**config.mk**
```make
export PLATFORM = sky130hd
export DESIGN_NAME = glitc_clock_sequencer_flat
export DESIGN_NICKNAME = d
export VERILOG_FILES = /design/src/rtl/glitc_clock_sequencer_if.sv /design/src/rtl/glitc_clock_sequencer.sv /design/src/flat_wrapper.sv
export SDC_FILE = /design/constraint.sdc
export NUM_CORES = 1
export LEC_CHECK = 0
export ABC_CLOCK_PERIOD_IN_PS = 2340
export CORE_UTILIZATION = 50
export CTS_BUF_LIST = sky130_fd_sc_hd__clkbuf_2 sky130_fd_sc_hd__clkbuf_4 sky130_fd_sc_hd__clkbuf_8
export DETAILED_ROUTE_END_ITERATION = 10
export PLACE_DENSITY = 0.89
export SETUP_SLACK_MARGIN = 0.05
export SLEW_MARGIN = 20
export SYNTH_ARGS = -nofsm -noshare
export SYNTH_HDL_FRONTEND = slang
export SYNTH_SLANG_ARGS = --single-unit
export TNS_END_PERCENT = 100
```
**constraint.sdc**
```tcl
create_clock -name clk_i -period 2.34 [get_ports clk_i]
set_input_delay 0.351 -clock clk_i [delete_from_list [all_inputs] [get_ports clk_i]]
set_output_delay 0.351 -clock clk_i [all_outputs]
set_load 0.1 [all_outputs]
```
**src/rtl/glitc_clock_sequencer_if.sv**
```systemverilog
// Register-side and generator-side signals of the GLITC clock sequencer.
// The sequencer uses the slave modport; whoever drives requests and models the generator uses master.
interface glitc_clock_sequencer_if;
    logic        reconfig_req_i;
    logic        mult_sel_i;
    logic        mult_pwrdwn_i;
    logic        ps_req_i;
    logic [9:0]  ps_steps_i;
    logic        ps_dir_i;
    logic [2:0]  ctrl_o;
    logic [1:0]  status_i;
    logic [7:0]  phase_ctrl_o;
    logic [7:0]  phase_ctrl_i;
    logic        locked_o;
    logic        ps_busy_o;
    logic        ps_done_o;
    logic        ps_err_o;
    logic [15:0] ps_position_o;
    logic        lock_lost_o;
    logic        lock_timeout_o;

    modport slave (
        input  reconfig_req_i, mult_sel_i, mult_pwrdwn_i, ps_req_i, ps_steps_i, ps_dir_i,
        input  status_i, phase_ctrl_i,
        output ctrl_o, phase_ctrl_o, locked_o, ps_busy_o, ps_done_o, ps_err_o,
        output ps_position_o, lock_lost_o, lock_timeout_o
    );

    modport master (
        output reconfig_req_i, mult_sel_i, mult_pwrdwn_i, ps_req_i, ps_steps_i, ps_dir_i,
        output status_i, phase_ctrl_i,
        input  ctrl_o, phase_ctrl_o, locked_o, ps_busy_o, ps_done_o, ps_err_o,
        input  ps_position_o, lock_lost_o, lock_timeout_o
    );
endinterface

```
**src/rtl/glitc_clock_sequencer.sv**
```systemverilog
// Orders MMCM reset and lock acquisition, supervises lock, and runs multi-step
// PSEN/PSDONE phase moves while tracking the signed phase position.
module glitc_clock_sequencer #(
    parameter int unsigned RESET_CYCLES   = 16,
    parameter int unsigned LOCK_STABLE    = 8,
    parameter int unsigned LOCK_TIMEOUT   = 65535,
    parameter int unsigned PSDONE_TIMEOUT = 255,
    parameter logic        DEFAULT_SEL    = 1'b1
) (
    input logic                    clk_i,
    input logic                    rst_n_i,
    glitc_clock_sequencer_if.slave bus
);
    localparam int unsigned MAX_A = (RESET_CYCLES > LOCK_TIMEOUT) ? RESET_CYCLES : LOCK_TIMEOUT;
    localparam int unsigned MAX_C = (MAX_A > PSDONE_TIMEOUT) ? MAX_A : PSDONE_TIMEOUT;
    localparam int CW = $clog2(MAX_C + 1);
    localparam int SW = $clog2(LOCK_STABLE + 1);

    typedef enum logic [2:0] {
        ST_RESET_ASSERT,
        ST_WAIT_LOCK,
        ST_IDLE,
        ST_PS_ISSUE,
        ST_PS_WAIT
    } state_t;

    state_t        state_reg;
    logic [CW-1:0] cnt_reg;
    logic [SW-1:0] stable_reg;
    logic [2:0]    ctrl_reg;
    logic          psen_reg;
    logic          psincdec_reg;
    logic [9:0]    steps_reg;
    logic          locked_reg;
    logic          busy_reg;
    logic          done_reg;
    logic          err_reg;
    logic [15:0]   position_reg;
    logic          lock_lost_reg;
    logic          lock_timeout_reg;

    logic [1:0]    lock_s;
    logic          required_lock;
    logic          psdone;
    logic          unused_bits;

    generate
        for (genvar gi = 0; gi < 2; gi++) begin : g_sync
            logic meta_reg;
            logic sync_reg;
            always_ff @(posedge clk_i or negedge rst_n_i) begin
                if (!rst_n_i) begin
                    meta_reg <= 1'b0;
                    sync_reg <= 1'b0;
                end else begin
                    meta_reg <= bus.status_i[gi];
                    sync_reg <= meta_reg;
                end
            end
            assign lock_s[gi] = sync_reg;
        end
    endgenerate

    // The multiplier lock only matters while the multiplied input is selected.
    assign required_lock = lock_s[0] & (ctrl_reg[2] | lock_s[1]);
    assign psdone        = bus.phase_ctrl_i[0];
    assign unused_bits   = ^bus.phase_ctrl_i[7:1];

    always_ff @(posedge clk_i or negedge rst_n_i) begin
        if (!rst_n_i) begin
            state_reg        <= ST_RESET_ASSERT;
            cnt_reg          <= '0;
            stable_reg       <= '0;
            ctrl_reg         <= {DEFAULT_SEL, 1'b0, 1'b1};
            psen_reg         <= 1'b0;
            psincdec_reg     <= 1'b0;
            steps_reg        <= '0;
            locked_reg       <= 1'b0;
            busy_reg         <= 1'b0;
            done_reg         <= 1'b0;
            err_reg          <= 1'b0;
            position_reg     <= '0;
            lock_lost_reg    <= 1'b0;
            lock_timeout_reg <= 1'b0;
        end else begin
            done_reg <= 1'b0;
            err_reg  <= 1'b0;
            case (state_reg)
                ST_RESET_ASSERT: begin
                    if (cnt_reg == CW'(RESET_CYCLES - 1)) begin
                        state_reg   <= ST_WAIT_LOCK;
                        ctrl_reg[0] <= 1'b0;
                        cnt_reg     <= '0;
                        stable_reg  <= '0;
                    end else begin
                        cnt_reg <= cnt_reg + 1'b1;
                    end
                end
                ST_WAIT_LOCK: begin
                    if (required_lock && stable_reg == SW'(LOCK_STABLE - 1)) begin
                        state_reg    <= ST_IDLE;
                        locked_reg   <= 1'b1;
                        position_reg <= '0;
                    end else if (cnt_reg == CW'(LOCK_TIMEOUT - 1)) begin
                        lock_timeout_reg <= 1'b1;
                        state_reg        <= ST_RESET_ASSERT;
                        ctrl_reg[0]      <= 1'b1;
                        cnt_reg          <= '0;
                    end else begin
                        cnt_reg    <= cnt_reg + 1'b1;
                        stable_reg <= required_lock ? stable_reg + 1'b1 : '0;
                    end
                end
                ST_IDLE: begin
                    if (bus.reconfig_req_i) begin
                        // Never power the multiplier down while it is the selected input.
                        ctrl_reg         <= {bus.mult_sel_i, bus.mult_pwrdwn_i & bus.mult_sel_i, 1'b1};
                        lock_lost_reg    <= 1'b0;
                        lock_timeout_reg <= 1'b0;
                        locked_reg       <= 1'b0;
                        state_reg        <= ST_RESET_ASSERT;
                        cnt_reg          <= '0;
                    end else if (!required_lock) begin
                        lock_lost_reg <= 1'b1;
                        locked_reg    <= 1'b0;
                        ctrl_reg[0]   <= 1'b1;
                        state_reg     <= ST_RESET_ASSERT;
                        cnt_reg       <= '0;
                    end else if (bus.ps_req_i) begin
                        if (bus.ps_steps_i == '0) begin
                            done_reg <= 1'b1;
                        end else begin
                            steps_reg    <= bus.ps_steps_i;
                            psincdec_reg <= bus.ps_dir_i;
                            psen_reg     <= 1'b1;
                            busy_reg     <= 1'b1;
                            state_reg    <= ST_PS_ISSUE;
                        end
                    end
                end
                ST_PS_ISSUE, ST_PS_WAIT: begin
                    if (!required_lock) begin
                        lock_lost_reg <= 1'b1;
                        err_reg       <= 1'b1;
                        busy_reg      <= 1'b0;
                        psen_reg      <= 1'b0;
                        locked_reg    <= 1'b0;
                        ctrl_reg[0]   <= 1'b1;
                        state_reg     <= ST_RESET_ASSERT;
                        cnt_reg       <= '0;
                    end else if (state_reg == ST_PS_ISSUE) begin
                        // The PSEN cycle counts toward the PSDONE timeout.
                        psen_reg  <= 1'b0;
                        cnt_reg   <= CW'(1);
                        state_reg <= ST_PS_WAIT;
                    end else if (psdone) begin
                        position_reg <= psincdec_reg ? position_reg + 16'd1 : position_reg - 16'd1;
                        steps_reg    <= steps_reg - 10'd1;
                        if (steps_reg == 10'd1) begin
                            done_reg  <= 1'b1;
                            busy_reg  <= 1'b0;
                            state_reg <= ST_IDLE;
                        end else begin
                            psen_reg  <= 1'b1;
                            state_reg <= ST_PS_ISSUE;
                        end
                    end else if (cnt_reg == CW'(PSDONE_TIMEOUT - 1)) begin
                        err_reg     <= 1'b1;
                        busy_reg    <= 1'b0;
                        locked_reg  <= 1'b0;
                        ctrl_reg[0] <= 1'b1;
                        state_reg   <= ST_RESET_ASSERT;
                        cnt_reg     <= '0;
                    end else begin
                        cnt_reg <= cnt_reg + 1'b1;
                    end
                end
                default: begin
                    state_reg   <= ST_RESET_ASSERT;
                    ctrl_reg[0] <= 1'b1;
                    cnt_reg     <= '0;
                end
            endcase
        end
    end

    assign bus.ctrl_o         = ctrl_reg;
    assign bus.phase_ctrl_o   = {6'b0, psincdec_reg, psen_reg};
    assign bus.locked_o       = locked_reg;
    assign bus.ps_busy_o      = busy_reg;
    assign bus.ps_done_o      = done_reg;
    assign bus.ps_err_o       = err_reg;
    assign bus.ps_position_o  = position_reg;
    assign bus.lock_lost_o    = lock_lost_reg;
    assign bus.lock_timeout_o = lock_timeout_reg;
endmodule

```
**src/flat_wrapper.sv**
```systemverilog
// flat-port wrapper written by rule: the top's interface ports become plain ports
module glitc_clock_sequencer_flat 
#(
    parameter int unsigned RESET_CYCLES   = 16,
    parameter int unsigned LOCK_STABLE    = 8,
    parameter int unsigned LOCK_TIMEOUT   = 65535,
    parameter int unsigned PSDONE_TIMEOUT = 255,
    parameter logic        DEFAULT_SEL    = 1'b1
)
  (clk_i, rst_n_i, bus_reconfig_req_i, bus_mult_sel_i, bus_mult_pwrdwn_i, bus_ps_req_i, bus_ps_steps_i, bus_ps_dir_i, bus_status_i, bus_phase_ctrl_i, bus_ctrl_o, bus_phase_ctrl_o, bus_locked_o, bus_ps_busy_o, bus_ps_done_o, bus_ps_err_o, bus_ps_position_o, bus_lock_lost_o, bus_lock_timeout_o);
  glitc_clock_sequencer_if bus_i ();
  input logic clk_i;
  input logic rst_n_i;
  input wire logic [$bits(bus_i.reconfig_req_i)-1:0] bus_reconfig_req_i;
  input wire logic [$bits(bus_i.mult_sel_i)-1:0] bus_mult_sel_i;
  input wire logic [$bits(bus_i.mult_pwrdwn_i)-1:0] bus_mult_pwrdwn_i;
  input wire logic [$bits(bus_i.ps_req_i)-1:0] bus_ps_req_i;
  input wire logic [$bits(bus_i.ps_steps_i)-1:0] bus_ps_steps_i;
  input wire logic [$bits(bus_i.ps_dir_i)-1:0] bus_ps_dir_i;
  input wire logic [$bits(bus_i.status_i)-1:0] bus_status_i;
  input wire logic [$bits(bus_i.phase_ctrl_i)-1:0] bus_phase_ctrl_i;
  output wire logic [$bits(bus_i.ctrl_o)-1:0] bus_ctrl_o;
  output wire logic [$bits(bus_i.phase_ctrl_o)-1:0] bus_phase_ctrl_o;
  output wire logic [$bits(bus_i.locked_o)-1:0] bus_locked_o;
  output wire logic [$bits(bus_i.ps_busy_o)-1:0] bus_ps_busy_o;
  output wire logic [$bits(bus_i.ps_done_o)-1:0] bus_ps_done_o;
  output wire logic [$bits(bus_i.ps_err_o)-1:0] bus_ps_err_o;
  output wire logic [$bits(bus_i.ps_position_o)-1:0] bus_ps_position_o;
  output wire logic [$bits(bus_i.lock_lost_o)-1:0] bus_lock_lost_o;
  output wire logic [$bits(bus_i.lock_timeout_o)-1:0] bus_lock_timeout_o;
  assign bus_i.reconfig_req_i = bus_reconfig_req_i;
  assign bus_i.mult_sel_i = bus_mult_sel_i;
  assign bus_i.mult_pwrdwn_i = bus_mult_pwrdwn_i;
  assign bus_i.ps_req_i = bus_ps_req_i;
  assign bus_i.ps_steps_i = bus_ps_steps_i;
  assign bus_i.ps_dir_i = bus_ps_dir_i;
  assign bus_i.status_i = bus_status_i;
  assign bus_i.phase_ctrl_i = bus_phase_ctrl_i;
  assign bus_ctrl_o = bus_i.ctrl_o;
  assign bus_phase_ctrl_o = bus_i.phase_ctrl_o;
  assign bus_locked_o = bus_i.locked_o;
  assign bus_ps_busy_o = bus_i.ps_busy_o;
  assign bus_ps_done_o = bus_i.ps_done_o;
  assign bus_ps_err_o = bus_i.ps_err_o;
  assign bus_ps_position_o = bus_i.ps_position_o;
  assign bus_lock_lost_o = bus_i.lock_lost_o;
  assign bus_lock_timeout_o = bus_i.lock_timeout_o;
  glitc_clock_sequencer #(.RESET_CYCLES(RESET_CYCLES), .LOCK_STABLE(LOCK_STABLE), .LOCK_TIMEOUT(LOCK_TIMEOUT), .PSDONE_TIMEOUT(PSDONE_TIMEOUT), .DEFAULT_SEL(DEFAULT_SEL)) u_core (.clk_i(clk_i), .rst_n_i(rst_n_i), .bus(bus_i));
endmodule
```
**Word-level counts from Yosys, hierarchy flattened**

Cells that the tools add are included.

- Memories: 0
- Register bits: 64
- Word-level logic and storage cells: 178
- Input port bits: 27
- Output and inout bits: 33
- ROM bits: 0
- Bits in latches: 0
- Memory bits (writable): 0

- Equality and inequality tests: 35
- Add/sub/neg operators: 5
- $mul: 0
- Div/mod/pow operators: 0
- Reductions and logical operators: 21
- Bitwise operators: 5
- Shift operators: 0
- Multiplexer cells: 93
- Magnitude comparators: 0

Operator list:

| cell | number |
|---|---|
| 2-to-1 mux 16 bit | 14 |
| 2-to-1 mux 10 bit | 7 |
| case mux 16 bit (4 select lines) | 1 |
| 2-to-1 mux 1 bit | 45 |
| 2-to-1 mux 3 bit | 11 |
| adder 16 x 1 -> 16 bit, second input constant | 2 |
| case mux 16 bit (2 select lines) | 1 |
| inequality test 4 bit, second input constant | 7 |
| case mux 10 bit (2 select lines) | 1 |
| equality test 16 bit, second input constant | 1 |
| equality test 16 x 4 -> 1 bit, second input constant | 1 |
| equality test 16 x 8 -> 1 bit, second input constant | 1 |
| 2-to-1 mux 4 bit | 4 |
| inequality test 2 bit, second input constant | 8 |
| AND reduction 8 bit | 2 |
| subtractor 16 x 1 -> 16 bit, second input constant | 1 |
| AND reduction 5 bit | 3 |
| AND reduction 7 bit | 2 |
| inequality test 3 bit, second input constant | 4 |
| case mux 3 bit (4 select lines) | 1 |
| equality test 10 x 1 -> 1 bit, second input constant | 1 |
| logical NOT 10 bit | 1 |
| inequality test 2 x 1 -> 1 bit, second input constant | 5 |
| case mux 1 bit (2 select lines) | 5 |
| other kinds (23) | 30 |

**Logic depth before layout (Yosys ltp)**

- Depth in word-level cells: 6
- Gate-level depth with buffers: 10
- Depth with buffers taken out: 8

**Least setup slack after synthesis**

OpenSTA, ideal clock, no wires.

- Kind: flip-flop to flip-flop
- Start point: register u_core.position_reg[0], in the netlist u_core.bus.ps_position_o[0]
- End point: register u_core.position_reg[14], in the netlist u_core.bus.ps_position_o[14]
- Slack: -447 ps
- Cell stages (with the launch flop): 9
- Library setup time: 123 ps
- Buffers on the path: 0
- Clock period less this slack: 2787 ps
- Arrival time: 2664 ps
- Path through: dfrtp_1 inv_1 fa_1 nand2b_1 a21oi_1 o21ai_0 nor3_1 o31ai_1 a32o_1

- Word-level cells in the longest chain between the ends: 6

RTL lines:

| element | line | RTL |
|---|---|---|
| from (decl) | glitc_clock_sequencer.sv:38 | `logic [15:0] position_reg;` |
| from (signal assigned) | glitc_clock_sequencer.sv:157 | `position_reg <= psincdec_reg ? position_reg + 16'd1 : position_reg - 16'd1;` |
| subtractor 16 x 1 -> 16 bit or adder 16 x 1 -> 16 bit (tied branches) | glitc_clock_sequencer.sv:157 |  |
| 2-to-1 mux 16 bit (*) | glitc_clock_sequencer.sv:157 |  |
| 2-to-1 mux 16 bit (*) | glitc_clock_sequencer.sv:156 | `end else if (psdone) begin` |
| 2-to-1 mux 16 bit (*) | glitc_clock_sequencer.sv:151 | `end else if (state_reg == ST_PS_ISSUE) begin` |
| 2-to-1 mux 16 bit (*) | glitc_clock_sequencer.sv:142 | `if (!required_lock) begin` |
| case mux 16 bit (2 select lines) (*) | glitc_clock_sequencer.sv:88 | `case (state_reg)` |

Mark *: on every way between the ends. The rest lies on a longest branch, timed or not. The select of a mux whose other input is x is not followed.
A chain may end at the register's enable or synchronous reset.

**Worst setup path after layout**

- Start point: register u_core.psincdec_reg
- End point: register u_core.position_reg[15], in the netlist u_core.bus.ps_position_o[15]

- Word-level cells in the longest chain between the ends: 5

RTL lines:

| element | line | RTL |
|---|---|---|
| from (decl) | glitc_clock_sequencer.sv:32 | `logic psincdec_reg;` |
| from (signal assigned) | glitc_clock_sequencer.sv:134 | `psincdec_reg <= bus.ps_dir_i;` |
| 2-to-1 mux 16 bit | glitc_clock_sequencer.sv:157 |  |
| 2-to-1 mux 16 bit | glitc_clock_sequencer.sv:156 |  |
| 2-to-1 mux 16 bit | glitc_clock_sequencer.sv:151 |  |
| 2-to-1 mux 16 bit | glitc_clock_sequencer.sv:142 |  |
| case mux 16 bit (2 select lines) | glitc_clock_sequencer.sv:88 |  |

Every way passes these cells. The select of a mux whose other input is x is not followed.

==> impl_results.md <==
- Critical path depth: 9
- CP max stage cell: dfrtp_2
- Worst-Margin Slew: 0.734 ns
- DRT Pass-1 Iters: 4
- Worst reg2reg path depth: 9
- Max Slew Vio Count: 0
- Max IR drop VDD: 0.000351 V
- First-pass GRT wire length: 17200 um
- Maxcap violations: 0
- Grt ovf: 0
- Setup TNS Final: -0.0315 ns
- Top_reg_cell synth: dfrtp_1
- Switching Fraction: 24.9%
- Die Wd: 90.9 um
- Critical Path Max Stage Delay: 0.38 ns
- Clock skew: 0.0134 ns
- DRC viols: 0
- Post-route setup slack: -0.0315 ns
- CP required: 2.57 ns
- Combinational Power Share: 9.5%
- Clock sink count: 64
- Tightest Hold Check Type: reg2reg
- Reg area: 1630 um^2
- IO Port Bufs: 46
- CTS Buffer Depth: 2
- Die area: 8260 um^2
- CP dominant cell by count: o211ai_1
- Register area share after synthesis: 40.6%
- Core area: 7690 um^2
- Clock share of power: 42.5%
- Clk_lat worst skew: 0.36 ns
- Area of the multi-input gates: 2350 um^2
- Hold Vio Cnt, Final: 0
- Most area-consuming cells after synthesis: dfrtp_1 39%, ha_1 6.0%, o21ai_0 5.8%
- Seq pwr share: 47.9%
- Vias in the first global route: 3834
- Vias per cell: 5.90
- Cell variety after synth: 59
- PD cells: 479 nW/um^2
- Status: complete, but fails checks
- Commonest cells post-synth: 62 x dfrtp_1, 46 x nand2_1, 46 x o21ai_0
- Most common cell in the netlist: dfrtp_1
- Syn Std Cell Area: 3950 um^2
- Post-layout nets: 583
- RePlAce Congestion: 0.918
- Inserted Clock Buffers: 9
- Final HPWL DP: 7220 um
- Layout cell share with drive strength beyond 1: 27.0%
- Worst EP arrival: 2.60 ns
- Net Switching: 624 uW
- Io pins: 60
- Clk root buf: clkbuf_8
- DP Worst Slack: -0.197 ns
- Final WL: 10300 um
- Chip height: 90.9 um
- Clock-pin slew on the worst setup and hold paths: 0.07 ns
- Post-synth ARST share: 100%
- Mapped Cells: 443
- CP delay by family, top: compound AO/OA/AOI/OAI gates
- Failing checks: setup timing
- Initial core utilization: 51.4%
- CP Launch Type: flip-flop
- Vias: 3792
- Tcrit/Tclk final: 101%
- #FFs+latches synth: 64
- Mapped Avg Cell Area: 8.91 um^2
- FMAX: 422 MHz
- Worst hold stages: 0
- Fill cells: 595
- Top-area cell type share of the netlist area: 39.3%
- Row count: 32
- Ys Warns: 0
- N_diodes: 0
- Fin crit period: 2.37 ns
- Post-synth EDFFs: 0
- H-tree levels: 3
- Leakage: 2.33 nW
- Internal power: 1.88 mW
- ANT nets after route: 0
- RSZ-0062 raised after global routing: yes
- Worst-path maximum fanout: 5
- Drt wl/cell: 16.1 um
- Final setup vio count: 1
- Area Growth Syn to Fin: 32.1%
- DR iter-0 viols: 248
- Largest net degree at the start of global routing: 65
- Worst path bufs/invs: 2
- Crit. End Element: flip-flop
- Critical-path cell list: clkinvlp_4 -> buf_12 -> ha_4 -> o211ai_1 -> o211ai_1 -> a31oi_4 -> o31ai_4 -> mux2i_1 -> o211ai_1
- CTS tree: built
- Gr usage total: 26.1%
- Initial antenna violation count: 0
- Synth area leader: dfrtp_1
- Max_slew headroom: 51.0%
- Critical path type: reg2reg
==> cells by family after synthesis <==
logic type	synth area share (%)
AOI/OAI and AO/OA	21.5
xor gates and xnor gates	4.21
adders and majority gates	6.53
buffers and inverters	4.72
DFF	40.6
muxes	1.05
other	0.0950
and+or+nand+nor	21.3
==> placed cells by master (no fill, tap or decap), types with 3 or more instances in the layout <==
cell type,netlist,layout
mux2i_1,3,3
a21oi_2,0,3
buf_4,10,77
clkdlybuf4s50_1,0,18
nor3_1,17,17
o2bb2ai_1,6,6
inv_1,13,12
buf_12,0,3
a22o_1,8,8
nand2_1,46,45
nor2_1,34,31
ha_4,0,6
nor2_2,0,3
clkbuf_8,0,10
and3_1,11,11
o21ai_1,0,4
nor4_1,8,8
o31ai_1,7,5
a21oi_1,24,21
dfrtp_1,62,49
a211oi_2,0,4
nand2b_1,7,7
nand3_1,12,12
clkinv_2,0,3
xor2_1,10,10
o21ai_0,46,41
conb_1,1,6
dfrtp_2,0,11
nor2b_1,5,5
nand4_1,4,4
or3_1,5,5
o22ai_1,3,3
ha_1,19,12
a21o_1,3,3
o211ai_1,8,8
xnor2_1,9,9
o21a_1,5,5
==> per-layer routing <==
layer | vias up | routed length (um) | share of wire [%] | global-route usage [%]
met1 | 1850 | 4350 | 42 | 30.5
met2 | 118 | 5240 | 51 | 45.1
li1 | 1803 | - | - | -
met3 | 21 | 521 | 5.0 | 6.31
met4 | 0 | 225 | 2.2 | 11.9
met5 | - | 0 | 0 | 0
==> path summary, 6_finish.rpt <==
| check | from | to | slack [ns] |
|---|---|---|---|
| max | u_core.psincdec_reg$_DFFE_PN0P_ | u_core.bus.ps_position_o[15]$_DFFE_PN0P_ | -0.03 |
| min | u_core.g_sync[0].meta_reg$_DFF_PN0_ | u_core.g_sync[0].sync_reg$_DFF_PN0_ | 0.36 |
| max reg2reg | u_core.psincdec_reg$_DFFE_PN0P_ | u_core.bus.ps_position_o[15]$_DFFE_PN0P_ | -0.03 |
| min reg2reg | u_core.g_sync[0].meta_reg$_DFF_PN0_ | u_core.g_sync[0].sync_reg$_DFF_PN0_ | 0.36 |
| max in group asynchronous | rst_n_i | u_core.bus.ctrl_o[0]$_DFFE_PN1P_ | 1.49 |
| min in group asynchronous | rst_n_i | u_core.bus.ps_position_o[1]$_DFFE_PN0P_ | 0.54 |
==> power groups by stage <==
| stage | registers [mW] | clock network, mW | logic [mW] |
|---|---|---|---|
| after floorplan | 1.22 | 0 | 0.118 |
| after global placement | 1.21 | 0 | 0.229 |
| after detailed placement | 1.22 | 0 | 0.235 |
| after CTS | 1.20 | 1.09 | 0.238 |
| after global routing | 1.20 | 1.12 | 0.261 |
| final | 1.20 | 1.06 | 0.238 |
==> what timing repair did <==
| item | in CTS | in global routing |
|---|---|---|
| hold buffers | 1 | 0 |
| setup endpoints to repair | 13 | 36 |
| buffers inserted | 2 | 4 |
| hold endpoints to repair | 7 | 0 |
| pin swaps | 9 | 11 |
| resized for setup | 13 | 9 |
==> worst reg2reg max path, delay by kind of cell (launching register included) <==
family / cells / cell delay [ns]
muxes: 1 / 0.25
adders and majority gates: 1 / 0.27
DFF: 1 / 0.38
AOI/OAI and AO/OA: 5 / 1.04
buffers and inverters: 2 / 0.31
==> metrics by stage <==
stage / std cells / power (mW) / utilization [%] / area (um^2) / hold WS, ns
final: 643 / 2.50 / 67.9 / 5220 / 0.357
after global routing: 643 / 2.58 / 67.9 / 5220 / 0.364
after CTS: 639 / 2.52 / 67.0 / 5150 / 0.363
after detailed placement: 620 / 1.45 / 62.6 / 4810 / 0.346
after global placement: 620 / 1.44 / 62.6 / 4810 / 0.333
after floorplan: 448 / 1.34 / - / 4060 / 0.0554
==> cell type report <==
class | instances | area share, %
Multi-Input combinational cell | 348 | 45.1
Inverter | 13 | 1.01
Sequential cell | 64 | 31.2
Clock inverter | 6 | 1.58
Timing Repair Buffer | 100 | 16.0
Clock buffer | 10 | 2.64
Tap cell | 102 | 2.45
No activity file was read; power rests on OpenSTA's default activity.
